--- src/rtl/stage_ex.sv ---
// stage_ex: execute stage with single-cycle ALU, load/store address generation and
// EX/MM output registers. Defining EX_MULDIV_EN builds the iterative mul/div unit and its FSM.
module stage_ex #(
  parameter int DATA_W            = 32,
  parameter int REG_ADDR_W        = 5,
  parameter int DATA_ADDR_W       = 32,
  parameter int MD_BITS_PER_CYCLE = 1
) (
  input  logic                   clk,
  input  logic                   rst_n,
  input  logic                   en,
  input  logic                   stall,
  input  logic                   flush,
  input  logic [3:0]             alu_op,
  input  logic [DATA_W-1:0]      op_a,
  input  logic [DATA_W-1:0]      op_b,
  input  logic [DATA_W-1:0]      store_data,
  input  logic                   is_load,
  input  logic                   is_store,
  input  logic                   is_atomic,
  input  logic                   reg_wr,
  input  logic [REG_ADDR_W-1:0]  reg_addr_rd,
  output logic                   ex_busy,
  output logic [DATA_W-1:0]      ffw_EX_data,
  output logic                   out_is_load,
  output logic                   out_is_store,
  output logic                   out_is_atomic,
  output logic                   out_reg_wr,
  output logic [REG_ADDR_W-1:0]  out_reg_addr_rd,
  output logic [DATA_W-1:0]      out_reg_data_rd,
  output logic [DATA_ADDR_W-1:0] out_alu_mem_addr,
  output logic                   out_flush
);
  localparam int SHW   = $clog2(DATA_W);
  localparam int FLD_W = REG_ADDR_W + 4;

  logic signed [DATA_W-1:0] a_s, b_s;
  logic [SHW-1:0]           shamt;
  logic [DATA_W-1:0]        sc_res;

  assign a_s   = op_a;
  assign b_s   = op_b;
  assign shamt = op_b[SHW-1:0];

  always_comb begin
    sc_res = '0;
    case (alu_op)
      4'd0:    sc_res = op_a + op_b;
      4'd1:    sc_res = op_a - op_b;
      4'd2:    sc_res = op_a & op_b;
      4'd3:    sc_res = op_a | op_b;
      4'd4:    sc_res = op_a ^ op_b;
      4'd5:    sc_res = op_a << shamt;
      4'd6:    sc_res = op_a >> shamt;
      4'd7:    sc_res = a_s >>> shamt;
      4'd8:    sc_res = {{(DATA_W-1){1'b0}}, a_s < b_s};
      4'd9:    sc_res = {{(DATA_W-1){1'b0}}, op_a < op_b};
      4'd15:   sc_res = op_b;
      default: sc_res = '0;
    endcase
  end

  assign ffw_EX_data = sc_res;

  logic              bubble, md_out;
  logic [DATA_W-1:0] md_res;
  logic [FLD_W-1:0]  md_fld_q;

`ifdef EX_MULDIV_EN
  localparam int N     = DATA_W / MD_BITS_PER_CYCLE;
  localparam int CNT_W = $clog2(N + 1);
  localparam logic [1:0] IDLE = 2'd0;
  localparam logic [1:0] BUSY = 2'd1;
  localparam logic [1:0] DONE = 2'd2;

  logic [1:0]        state_q, state_d;
  logic [CNT_W-1:0]  cnt_q, cnt_d;
  logic              md_req, md_iss, md_ld;
  logic [DATA_W-1:0] acc_q, qr_q, b_q, acc_t, qr_t, b_t;
  logic [DATA_W:0]   rem_t;
  logic [3:0]        op_q;
  logic              neg_q_q, neg_r_q, dz_q, iss_mul, iss_sgn;

  assign md_req  = (alu_op >= 4'd10) && (alu_op <= 4'd14) && !flush;
  assign iss_mul = (alu_op == 4'd10);
  assign iss_sgn = (alu_op == 4'd11) || (alu_op == 4'd13);

  always_comb begin
    state_d = state_q;
    cnt_d   = cnt_q;
    md_iss  = 1'b0;
    md_ld   = 1'b0;
    bubble  = 1'b0;
    md_out  = 1'b0;
    case (state_q)
      IDLE: if (md_req) begin
        bubble = 1'b1;
        if (en) begin
          md_iss  = 1'b1;
          state_d = BUSY;
          cnt_d   = CNT_W'(N);
        end
      end
      BUSY: begin
        bubble = 1'b1;
        if (en && flush) begin
          state_d = IDLE;
          cnt_d   = '0;
        end else if (en) begin
          md_ld = 1'b1;
          cnt_d = cnt_q - CNT_W'(1);
          if (cnt_q == CNT_W'(1)) state_d = DONE;
        end
      end
      DONE: if (flush) begin
        bubble = 1'b1;
        if (en) state_d = IDLE;
      end else begin
        md_out = 1'b1;
        if (en && !stall) state_d = IDLE;
      end
      default: state_d = IDLE;
    endcase
  end

  assign ex_busy = ((state_q == IDLE) && md_req) ||
                   (!flush && ((state_q == BUSY) || ((state_q == DONE) && (stall || !en))));

  always_ff @(posedge clk or negedge rst_n) begin
    if (!rst_n) begin
      state_q <= IDLE;
      cnt_q   <= '0;
    end else if (en) begin
      state_q <= state_d;
      cnt_q   <= cnt_d;
    end
  end

  // Shift-add multiply and restoring divide share acc/qr/b; MD_BITS_PER_CYCLE steps per edge.
  always_comb begin
    acc_t = acc_q;
    qr_t  = qr_q;
    b_t   = b_q;
    rem_t = {1'b0, acc_q};
    for (int i = 0; i < MD_BITS_PER_CYCLE; i++) begin
      if (op_q == 4'd10) begin
        if (qr_t[0]) acc_t = acc_t + b_t;
        b_t  = b_t << 1;
        qr_t = qr_t >> 1;
      end else begin
        rem_t = {rem_t[DATA_W-1:0], qr_t[DATA_W-1]};
        qr_t  = qr_t << 1;
        if (rem_t >= {1'b0, b_q}) begin
          rem_t   = rem_t - {1'b0, b_q};
          qr_t[0] = 1'b1;
        end
      end
    end
    if (op_q != 4'd10) acc_t = rem_t[DATA_W-1:0];
  end

  always_ff @(posedge clk) begin
    if (md_iss) begin
      acc_q    <= '0;
      qr_q     <= (!iss_mul && iss_sgn && op_a[DATA_W-1]) ? -op_a : op_a;
      b_q      <= (!iss_mul && iss_sgn && op_b[DATA_W-1]) ? -op_b : op_b;
      op_q     <= alu_op;
      neg_q_q  <= iss_sgn && (op_a[DATA_W-1] ^ op_b[DATA_W-1]);
      neg_r_q  <= iss_sgn && op_a[DATA_W-1];
      dz_q     <= (op_b == '0);
      md_fld_q <= {is_load, is_store, is_atomic, reg_wr, reg_addr_rd};
    end else if (md_ld) begin
      acc_q <= acc_t;
      qr_q  <= qr_t;
      b_q   <= b_t;
    end
  end

  // Magnitudes were divided; signs restored here. Divide by zero leaves remainder = dividend.
  always_comb begin
    case (op_q)
      4'd10:        md_res = acc_q;
      4'd11, 4'd12: md_res = dz_q ? '1 : (neg_q_q ? -qr_q : qr_q);
      default:      md_res = neg_r_q ? -acc_q : acc_q;
    endcase
  end
`else
  assign ex_busy  = 1'b0;
  assign bubble   = 1'b0;
  assign md_out   = 1'b0;
  assign md_res   = '0;
  assign md_fld_q = '0;
`endif

  logic                   ld, flush_d;
  logic [FLD_W-1:0]       fld_d;
  logic [DATA_W-1:0]      data_d;
  logic [DATA_ADDR_W-1:0] addr_d;
  logic [FLD_W-1:0]       fld_q;
  logic [DATA_W-1:0]      data_q;
  logic [DATA_ADDR_W-1:0] addr_q;
  logic                   flush_q;

  assign ld = en && !stall;

  always_comb begin
    flush_d = flush;
    fld_d   = {is_load, is_store, is_atomic, reg_wr, reg_addr_rd};
    data_d  = is_store ? store_data : sc_res;
    addr_d  = sc_res[DATA_ADDR_W-1:0];
    if (bubble) begin
      flush_d = 1'b1;
      fld_d   = {4'b0000, fld_q[REG_ADDR_W-1:0]};
      data_d  = data_q;
      addr_d  = addr_q;
    end else if (md_out) begin
      flush_d = 1'b0;
      fld_d   = md_fld_q;
      data_d  = md_res;
      addr_d  = md_res[DATA_ADDR_W-1:0];
    end
  end

  always_ff @(posedge clk or negedge rst_n) begin
    if (!rst_n) begin
      flush_q <= 1'b1;
      fld_q   <= '0;
      data_q  <= '0;
      addr_q  <= '0;
    end else if (ld) begin
      flush_q <= flush_d;
      fld_q   <= fld_d;
      data_q  <= data_d;
      addr_q  <= addr_d;
    end
  end

  assign out_flush        = flush_q;
  assign out_is_load      = fld_q[REG_ADDR_W+3];
  assign out_is_store     = fld_q[REG_ADDR_W+2];
  assign out_is_atomic    = fld_q[REG_ADDR_W+1];
  assign out_reg_wr       = fld_q[REG_ADDR_W];
  assign out_reg_addr_rd  = fld_q[REG_ADDR_W-1:0];
  assign out_reg_data_rd  = data_q;
  assign out_alu_mem_addr = addr_q;
endmodule

--- config.mk ---
export PLATFORM = sky130hd
export DESIGN_NAME = stage_ex
export DESIGN_NICKNAME = d
export VERILOG_FILES = /design/src/rtl/stage_ex.sv
export SDC_FILE = /design/constraint.sdc
export NUM_CORES = 1
export LEC_CHECK = 0
export BUFFER_PORTS_ARGS = -buffer_cell sky130_fd_sc_hd__buf_4
export CAP_MARGIN = 15
export CORE_MARGIN = 8
export CORE_UTILIZATION = 35
export DETAILED_ROUTE_END_ITERATION = 7
export HOLD_SLACK_MARGIN = 0.03
export PLACE_DENSITY = 0.55
export SETUP_SLACK_MARGIN = 0.15
export SLEW_MARGIN = 30
export SYNTH_ARGS = -nofsm -noshare
export SYNTH_HDL_FRONTEND = slang
export SYNTH_SLANG_ARGS = --single-unit
--- constraint.sdc ---
create_clock -name clk -period 5.17 [get_ports clk]
set_input_delay 0.517 -clock clk [delete_from_list [all_inputs] [get_ports clk]]
set_output_delay 0.517 -clock clk [all_outputs]
set_load 0.05 [all_outputs]
==> results.cfg <==
[worst_setup_path]
path_common_cell = buf_4
path_max_fanout = 6
critPathKind = primary input to primary output
cp-start-kind = primary input
slowest_delay_ns = 0.72
crit_arrival_ns = 4.21
path_cells = buf_4, clkinv_1, ha_1, nor3_1, o311ai_0, a311oi_2, o31a_1, o211ai_1, a211oi_1, or3b_1, a31oi_1, inv_1, buf_4
cp.required_ns = 4.65
endpoint_kind = primary output
cpMaxStageDelayCell = o311ai_0

[global_route]
gr-total-overflow = 0
grt.total_usage = 0.268
grt_pass1_wl_um = 91600
antenna_found_initial = 1
grt_pass1_vias = 14222
grt_max_degree = 102

[synth]
ys_types = 97
syn-num-nets = 1900
synth_top_area_frac = 0.143
synth_seq_area_share = 0.145
synth-edff-count = 0
syn_area_per_cell_um2 = 7.59
synth_top_cell_by_area = dfrtp_1
synth_warnings = 0
synthTopCellsByArea = dfrtp_1, mux4_2, ha_1
synth_area_mm2 = 0.0128
async_flop_share = 1.00
syn_inst = 1686
ys_ff_latch = 74
ys.flop_type = dfrtp_1

[route]
drc = 0
viasPerCell = 6.32
ant_nets = 0
dr.pass1.iters = 5
drt-total-wl_um = 60100
drt_iter0_markers = 1613
wl_per_cell_um = 26.2
num_vias = 14524

[floorplan]
design.core.area_mm2 = 0.0363
die_x_um = 207
pin_count = 221
initial_core_util = 0.352
die_h_um = 207
die_area_mm2 = 0.0430
row_count = 70

[final_layout]
fillerInstances = 3802
final_nets = 2038
drive_above_1_share = 0.224
area_growth_syn_to_layout_pct = 18.9
multi_input_area_mm2 = 0.00995
diodes = 0
fin_cells = 2297
seq_area_mm2 = 0.00185
final_common_cell = buf_4
utilization = 0.419
mostFrequentLayoutCells = buf_4, nand2_1, nor2_1

[timing]
drv_slew = 0
rsz0062_at_grt = no
maxSlewHeadroom = 0.387
setup_viol_count_final = 0
final_hold_viol_count = 0
fmax_mhz = 212
whs_ns = 0.192
final.min_clock_period_ns = 4.73
skew_ns = 0
tightest_slew_ns = 0.910
fin_tns_setup_ns = 0
fin_crit_sh = 0.914

[clock_network]
ctsHoldBuffers = 0
cts_tree = yes
htreeDepth = 3
cts_made_buffers = 9
worstSkewPairLatency_ns = 0.32
clock-sinks = 74
post_cts_buffers = 0
cts-resized-gates = 0
clk_path_buf_depth = 2
clockRootBuffer = clkbuf_16
path_clk_slew_ns = 0.06

[place]
dp.cells = 2280
hpwl_um = 47200
globalplace.congestion = 0.987
numPortBuffers = 219

[pwr]
power_density_mw_per_mm2 = 231
power_leakage_nw = 6.83
peakVddDrop_uv = 146

[min_path]
hold_path_class = primary input to asynchronous set/reset pin

[outcome]
status = finished, final reports clean

[run]
drv_cap = 0
## report_power, final
part | total [mW] | switching (mW) | internal (mW)
Clock | 0.636 | 0.234 | 0.401
Sequential | 0.731 | 0.0534 | 0.678
Combinational | 2.14 | 1.45 | 0.694
## kinds of logic (layout without fill, tap and decap cells)
family	Yosys count	after routing	share of synthesized area
AO/OA/AOI/OAI	585	585	0.306
AND/OR/NAND/NOR	525	525	0.190
other	1	1	0.000293
buffers and inverters	266	409	0.0828
multiplexers	131	131	0.175
flip-flops	74	74	0.145
XOR/XNOR	4	4	0.00274
adder cells (fa/ha/maj)	100	100	0.0989
## per-layer routing
layer,vias to the layer above,share of wire,GRT usage
li1,6558,-,-
met2,730,0.45,0.422
met1,7127,0.44,0.370
met5,-,0.00022,0
met4,2,0.036,0.0944
met3,107,0.077,0.0396
## path summary, 6_finish.rpt
check,startpoint,slack (ns),depth (start not counted),to
setup reg to reg,out_reg_data_rd[17],4.40,2,out_reg_data_rd[17]
hold reg to reg,out_flush,0.46,2,out_flush
setup / recovery,op_b[1],0.44,13,ffw_EX_data[29]
hold / removal,rst_n,0.19,1,out_reg_data_rd[16]
min in group clk,reg_addr_rd[3],0.38,3,fld_q[3]
max in group asynchronous,rst_n,4.48,1,out_reg_data_rd[24]
## area by class of cell
| cell class | instances | area share |
|---|---|---|
| multi-input combinational | 1346 | 0.654 |
| timing repair buffer | 265 | 0.134 |
| sequential | 74 | 0.122 |
| tap | 468 | 0.0385 |
| inverter | 128 | 0.0316 |
| clock buffer | 11 | 0.0166 |
| clock inverter | 5 | 0.00403 |
## state kept, by name (all words and copies together) (netlist names)
register	count
out_flush	1
fld_q	9
out_alu_mem_addr	32
out_reg_data_rd	32
## synth_stat cells (28+ instances only)
cell type / number
a21oi_1: 137
a31oi_1: 28
clkbuf_1: 99
dfrtp_1: 73
ha_1: 98
inv_1: 123
mux2i_1: 41
mux4_2: 72
nand2_1: 196
nand3_1: 28
nor2_1: 143
nor3_1: 32
o211ai_1: 29
o21ai_0: 142
## stage by stage
| step | setup slack [ns] | total power [mW] | instance area [um2] |
|---|---|---|---|
| 2_1_floorplan | 0.184 | 2.10 | 12800 |
| 3_3_place_gp | 0.300 | 2.84 | 14900 |
| 3_5_place_dp | 0.327 | 2.86 | 14900 |
| 4_1_cts | 0.293 | 3.50 | 15200 |
| 5_1_grt | 0.274 | 3.69 | 15200 |
| 6_report | 0.444 | 3.51 | 15200 |
## critical path, delay by kind of cell
| kind | cells | cell delay (ns) |
|---|---|---|
| buf+inv | 4 | 0.56 |
| simple gates | 2 | 0.47 |
| fa+ha+maj | 1 | 0.39 |
| compound gates | 6 | 2.26 |
Power figures use the tool's default switching activity.
